File: config.mk
export PLATFORM = sky130hd
export DESIGN_NAME = brightness_input
export DESIGN_NICKNAME = d
export VERILOG_FILES = /design/src/rtl/brightness_input.sv
export SDC_FILE = /design/constraint.sdc
export NUM_CORES = 1
export LEC_CHECK = 0
export BUFFER_PORTS_ARGS = -buffer_cell sky130_fd_sc_hd__clkbuf_2
export CELL_PAD_IN_SITES_DETAIL_PLACEMENT = 1
export CELL_PAD_IN_SITES_GLOBAL_PLACEMENT = 1
export CORE_ASPECT_RATIO = 1.2
export CORE_UTILIZATION = 49
export CTS_CLUSTER_SIZE = 12
export DETAILED_ROUTE_END_ITERATION = 10
export GPL_TIMING_DRIVEN = 0
export PLACE_DENSITY = 0.81
export SETUP_SLACK_MARGIN = 0.1
export SYNTH_ARGS = -nofsm -noshare
export SYNTH_HDL_FRONTEND = slang
export SYNTH_SLANG_ARGS = --single-unit
export TNS_END_PERCENT = 20
File: constraint.sdc
create_clock -name clk -period 3.3 [get_ports clk]
set_clock_uncertainty 0.05 [all_clocks]
set_input_delay 0 -clock clk [delete_from_list [all_inputs] [get_ports clk]]
set_output_delay 0 -clock clk [all_outputs]
set_load 0.02 [all_outputs]
File: src/rtl/brightness_input.sv
// Brightness level entry: three raw buttons (up, down, clear) adjust an 8-bit level with auto-repeat.
// Latency: level/upd change 2 (sync) + DEBOUNCE_CYC + 1 cycles after a clean raw button edge.
// Backpressure: none; level is a plain registered output and upd is a one-cycle change strobe.
module brightness_input #(
  parameter int          DEBOUNCE_CYC = 10000,
  parameter int          HOLD_CYC     = 500000,
  parameter int          REPEAT_CYC   = 100000,
  parameter logic [7:0]  STEP         = 8'd16
) (
  input  logic       clk,
  input  logic       rst,
  input  logic       btn_up,
  input  logic       btn_dn,
  input  logic       btn_clr,
  output logic [7:0] level,
  output logic       upd
);

  // Button index within the per-button vectors.
  localparam int B_UP  = 0;
  localparam int B_DN  = 1;
  localparam int B_CLR = 2;

  // Debounce counter only has to reach DEBOUNCE_CYC-1.
  localparam int DW = (DEBOUNCE_CYC > 1) ? $clog2(DEBOUNCE_CYC) : 1;
  localparam logic [DW-1:0] DB_LAST = DW'(DEBOUNCE_CYC - 1);

  // One timer serves both the hold delay and the repeat period.
  localparam int TMAX = (HOLD_CYC > REPEAT_CYC) ? HOLD_CYC : REPEAT_CYC;
  localparam int TW   = (TMAX > 1) ? $clog2(TMAX) : 1;
  localparam logic [TW-1:0] HOLD_LAST = TW'(HOLD_CYC - 1);
  localparam logic [TW-1:0] REP_LAST  = TW'(REPEAT_CYC - 1);

  typedef enum logic [1:0] {
    IDLE   = 2'd0,
    HOLD   = 2'd1,
    REPEAT = 2'd2
  } state_t;

  logic [2:0]    raw;
  logic [2:0]    sync1_q;
  logic [2:0]    sync2_q;
  logic [2:0]    deb_q;
  logic [2:0]    deb_prev_q;
  logic [DW-1:0] db_cnt_q [3];

  state_t        state_q;
  logic          dir_up_q;
  logic [TW-1:0] timer_q;
  logic [7:0]    level_q;
  logic          upd_q;

  logic          up_ev;
  logic          dn_ev;
  logic          clr_ev;
  logic          up_ok;
  logic          dn_ok;
  logic          latched_hi;
  logic          opp_hi;
  logic          abort;
  logic [8:0]    sum9;
  logic [7:0]    up_lvl_d;
  logic [7:0]    dn_lvl_d;
  logic [7:0]    rep_lvl_d;

  assign raw   = {btn_clr, btn_dn, btn_up};
  assign level = level_q;
  assign upd   = upd_q;

  // Synchronize each raw button, then accept a new value only after it has held for DEBOUNCE_CYC cycles.
  always_ff @(posedge clk or negedge rst) begin
    if (!rst) begin
      sync1_q    <= '0;
      sync2_q    <= '0;
      deb_q      <= '0;
      deb_prev_q <= '0;
      for (int i = 0; i < 3; i++) begin
        db_cnt_q[i] <= '0;
      end
    end else begin
      sync1_q    <= raw;
      sync2_q    <= sync1_q;
      deb_prev_q <= deb_q;
      for (int i = 0; i < 3; i++) begin
        if (sync2_q[i] == deb_q[i]) begin
          db_cnt_q[i] <= '0;
        end else if (db_cnt_q[i] == DB_LAST) begin
          deb_q[i]    <= sync2_q[i];
          db_cnt_q[i] <= '0;
        end else begin
          db_cnt_q[i] <= db_cnt_q[i] + DW'(1);
        end
      end
    end
  end

  // Press events, conflict filtering and saturating next-level candidates.
  always_comb begin
    up_ev      = deb_q[B_UP]  & ~deb_prev_q[B_UP];
    dn_ev      = deb_q[B_DN]  & ~deb_prev_q[B_DN];
    clr_ev     = deb_q[B_CLR] & ~deb_prev_q[B_CLR];
    // A press is ignored whenever the opposite button is also down (covers simultaneous presses).
    up_ok      = up_ev & ~deb_q[B_DN];
    dn_ok      = dn_ev & ~deb_q[B_UP];
    latched_hi = dir_up_q ? deb_q[B_UP] : deb_q[B_DN];
    opp_hi     = dir_up_q ? deb_q[B_DN] : deb_q[B_UP];
    abort      = ~latched_hi | opp_hi;
    sum9       = {1'b0, level_q} + {1'b0, STEP};
    up_lvl_d   = sum9[8] ? 8'hFF : sum9[7:0];
    dn_lvl_d   = (level_q < STEP) ? 8'h00 : (level_q - STEP);
    rep_lvl_d  = dir_up_q ? up_lvl_d : dn_lvl_d;
  end

  // Repeat FSM with registered level and change strobe; clear overrides everything.
  always_ff @(posedge clk or negedge rst) begin
    if (!rst) begin
      state_q  <= IDLE;
      dir_up_q <= 1'b0;
      timer_q  <= '0;
      level_q  <= 8'd0;
      upd_q    <= 1'b0;
    end else begin
      upd_q <= 1'b0;
      if (clr_ev) begin
        state_q <= IDLE;
        timer_q <= '0;
        if (level_q != 8'd0) begin
          level_q <= 8'd0;
          upd_q   <= 1'b1;
        end
      end else begin
        case (state_q)
          IDLE: begin
            if (up_ok) begin
              state_q  <= HOLD;
              dir_up_q <= 1'b1;
              timer_q  <= '0;
              if (up_lvl_d != level_q) begin
                level_q <= up_lvl_d;
                upd_q   <= 1'b1;
              end
            end else if (dn_ok) begin
              state_q  <= HOLD;
              dir_up_q <= 1'b0;
              timer_q  <= '0;
              if (dn_lvl_d != level_q) begin
                level_q <= dn_lvl_d;
                upd_q   <= 1'b1;
              end
            end
          end
          HOLD: begin
            if (abort) begin
              state_q <= IDLE;
              timer_q <= '0;
            end else if (timer_q == HOLD_LAST) begin
              state_q <= REPEAT;
              timer_q <= '0;
              if (rep_lvl_d != level_q) begin
                level_q <= rep_lvl_d;
                upd_q   <= 1'b1;
              end
            end else begin
              timer_q <= timer_q + TW'(1);
            end
          end
          REPEAT: begin
            if (abort) begin
              state_q <= IDLE;
              timer_q <= '0;
            end else if (timer_q == REP_LAST) begin
              timer_q <= '0;
              if (rep_lvl_d != level_q) begin
                level_q <= rep_lvl_d;
                upd_q   <= 1'b1;
              end
            end else begin
              timer_q <= timer_q + TW'(1);
            end
          end
          default: begin
            state_q <= IDLE;
            timer_q <= '0;
          end
        endcase
      end
    end
  end

endmodule

==> results.cfg <==
[power]
ir_worst_vdd_v = 0.000198
cellPowerDensity_mw_per_mm2 = 377
p_total_uw = 1890
leakagePower_uw = 0.00215

[layout]
drive_gt1_share_pct = 10.6
num-fill-cells = 1037
fin_nets = 530
synthToLayoutAreaGrowth_pct = 10.9
diodes = 0

[run_status]
status = completed

[worst_setup_path]
path_max_fanout = 10
worst_ep_required_time_ns = 3.51
reg2reg_slack_ns = 0.16
reg2regPathDepth = 7
worstSetupStartpointType = flip-flop
cp_data_arrival_time_ns = 3.35
r2r_start = timer_q[14]
r2r-end = timer_q[15]
end_kind = flip-flop
critPathKind = flip-flop to flip-flop

[hold_path]
hold_class = input port to async pin

[clock_tree]
clock_sinks = 85
cts_buffers = 9
cts_root_buf = clkbuf_8
cts_max_path_buffers = 2
insertion_delay_ns = 0.37
h-tree-depth = 3
clk_pin_slew_worst_paths_ns = 0.09
cts_tree = yes

[routing]
via_per_inst = 5.83
via_count = 3728
drcViolationCount = 0
wl_per_cell_microns = 17.1
routed_wl_microns = 10900
firstDrtPassIters = 4
drt_iter0_markers = 151
drtAntennaViolNets = 0

[sta]
final-setup-viol-count = 0
finalCriticalPeriod_ns = 3.14
hold_viol_final = 0
fin_crit_sh_pct = 95.0
tns_ns = 0
fin_ws_ns = 0.164
clock.fmax_mhz = 319
max_slew_margin_pct = 34.1
rsz0062_at_grt = true
hold_ws_ns = 0.0907
slew_violations = 0
worst_pin_slew_ns = 0.988

[floorplan]
initial_utilization_pct = 50.3
rows = 38
fp.dieArea_sq_mm = 0.00961
coreArea_sq_mm = 0.00899
ios = 14
dieHeight_microns = 107
die_width_microns = 89.6

[placement]
gp_congestion = 0.824
dpl.hpwl_microns = 7660
pre_cts_slack_ns = 0.167
portBuffers = 13

[grt]
gr-total-overflow = 0
grt_max_degree = 60
grt_pass1_wl_microns = 18600
grt_pass1_vias = 3933
antenna_found_initial = 0
track_usage_pct = 25.4

[yosys]
seq_area_frac_synth_pct = 47.1
netlist_area_sq_mm = 0.00452
syn_nets = 501
synth_warnings = 0
synth_mux_area_share_pct = 2.63
synth_edf_count = 0
synthSimpleGateAreaFrac_pct = 24.2
synth_top_family_by_area = simple AND/OR/NAND/NOR gates
syn_inst = 485
yosysUniqueCellTypes = 56
ys_ff_latch = 85
synth-xor-area-share_pct = 6.59
synth_compound_area_share_pct = 13.7
avgSynthCellArea_sq_um = 9.31
async_reset_ff_share_pct = 100
synth_fa_ha_area_share_pct = 3.05
ys.flop_type = dfrtp_1

[job]
cap_violations = 0
state kept, by name (all words and copies together) (netlist names):
signal	flops
db_cnt_q	42
deb_prev_q	3
deb_q	3
dir_up_q	1
level	8
state_q	2
sync1_q	3
sync2_q	3
timer_q	19
upd	1
cell usage after synthesis, types with 2 or more instances:
cell type / instances / share of area (%)
a211oi_1: 3 / 0.50
a21o_1: 3 / 0.50
a21o_2: 2 / 0.39
a21oi_1: 24 / 2.7
a22o_1: 7 / 1.4
a311oi_1: 2 / 0.39
a31o_2: 2 / 0.39
a31oi_1: 4 / 0.55
and3_1: 13 / 1.8
and3_2: 2 / 0.33
buf_2: 3 / 0.33
clkbuf_1: 14 / 1.2
dfrtp_1: 85 / 47
ha_1: 11 / 3.0
inv_1: 14 / 1.2
mux2_2: 3 / 0.75
mux2i_1: 4 / 0.89
mux4_2: 2 / 1.0
nand2_1: 50 / 4.2
nand2b_1: 4 / 0.55
nand3_1: 26 / 2.9
nand3b_1: 2 / 0.33
nand4_1: 17 / 2.4
nor2_1: 59 / 4.9
nor2b_1: 4 / 0.55
nor3_1: 9 / 1.0
nor3b_1: 2 / 0.33
nor4_1: 5 / 0.69
nor4b_1: 2 / 0.39
o21a_1: 2 / 0.33
o21ai_0: 32 / 3.5
o2bb2ai_1: 2 / 0.39
o31a_2: 2 / 0.44
o31ai_1: 2 / 0.33
or2_2: 3 / 0.42
or3_1: 7 / 0.97
or3b_2: 2 / 0.39
or4_1: 5 / 0.83
xnor2_1: 13 / 2.5
xor2_1: 21 / 4.1
cell families (layout without fill, tap and decap cells):
kind of cell | after synthesis | after routing
compound gates | 97 | 97
xor+xnor | 34 | 34
fa+ha+maj | 11 | 11
buf+inv | 32 | 66
flops | 85 | 85
mux | 9 | 9
simple gates | 217 | 217
layout make-up:
type	count	area (sq um)	area share, %
clock inverters	6	72.6	1.45
well taps	120	150	3.00
repair buffers	18	135	2.70
flip-flops and latches	85	2130	42.5
inverters	14	52.6	1.05
plain buffers	18	72.6	1.45
multi-input cells	368	2270	45.3
clock buffers	10	128	2.55
how the worst max path moves through the flow:
stage | from | to | slack (ns) | cells past startpoint
4_1_cts | timer_q[14] | level[3] | 0.13 | 7
3_3_place_gp | timer_q[14] | level[3] | 0.25 | 7
2_1_floorplan | timer_q[14] | level[0] | 0.54 | 7
5_1_grt | timer_q[14] | timer_q[5] | 0.02 | 7
3_5_place_dp | timer_q[14] | level[3] | 0.17 | 7
6_report | timer_q[14] | timer_q[15] | 0.16 | 7
timing repair:
action	4_1_cts	5_1_grt
hold buffers	4	0
buffers inserted	0	0
hold endpoints to repair	88	0
endpoints found under the setup margin	0	15
gates resized for setup	0	1
per-stage QoR:
stage,cells,cell area (sq um),util [%]
2_1_floorplan,485,4520,-
6_report,639,5010,55.7
3_5_place_dp,619,4760,53.0
3_3_place_gp,618,4730,52.6
4_1_cts,639,5000,55.7
5_1_grt,639,5010,55.7
layout by cell type, fill, tap and decap left out, drive strengths merged, types with 3 or more instances in the layout:
cell,count
o21ai,32
or2,3
buf,4
or4,5
a21o,5
nor2,59
clkinv,3
nand2b,4
nor3,9
dlygate4sd3,4
xnor2,13
mux2,3
a211oi,3
inv,15
xor2,21
ha,11
nand2,50
nand4,17
nand3,26
mux2i,4
or3,8
a22o,7
nor2b,4
clkbuf,38
and3,15
dfrtp,85
a31oi,4
nor4,6
a21oi,24
where the power goes:
part	total [uW]	internal [uW]	switching [uW]
Sequential	1060	1050	8.85
Combinational	55.3	18.4	36.9
Clock	771	357	415
worst max-delay path, cell delays in order, from the launching register on:
cell	delay, ns
dfrtp_1	0.44
or4_1	0.54
or4_1	0.48
buf_2	0.17
o21ai_0	0.43
a21oi_1	0.43
a21o_1	0.27
a22o_1	0.22
per-layer routing:
layer	vias up	GRT usage, %	wire, microns
met2	38	42.0	5550
met5	-	0	0
met1	1887	32.4	4940
met4	0	9.52	218
met3	16	4.93	211
li1	1787	-	-
No activity file was read; power rests on OpenSTA's default activity.
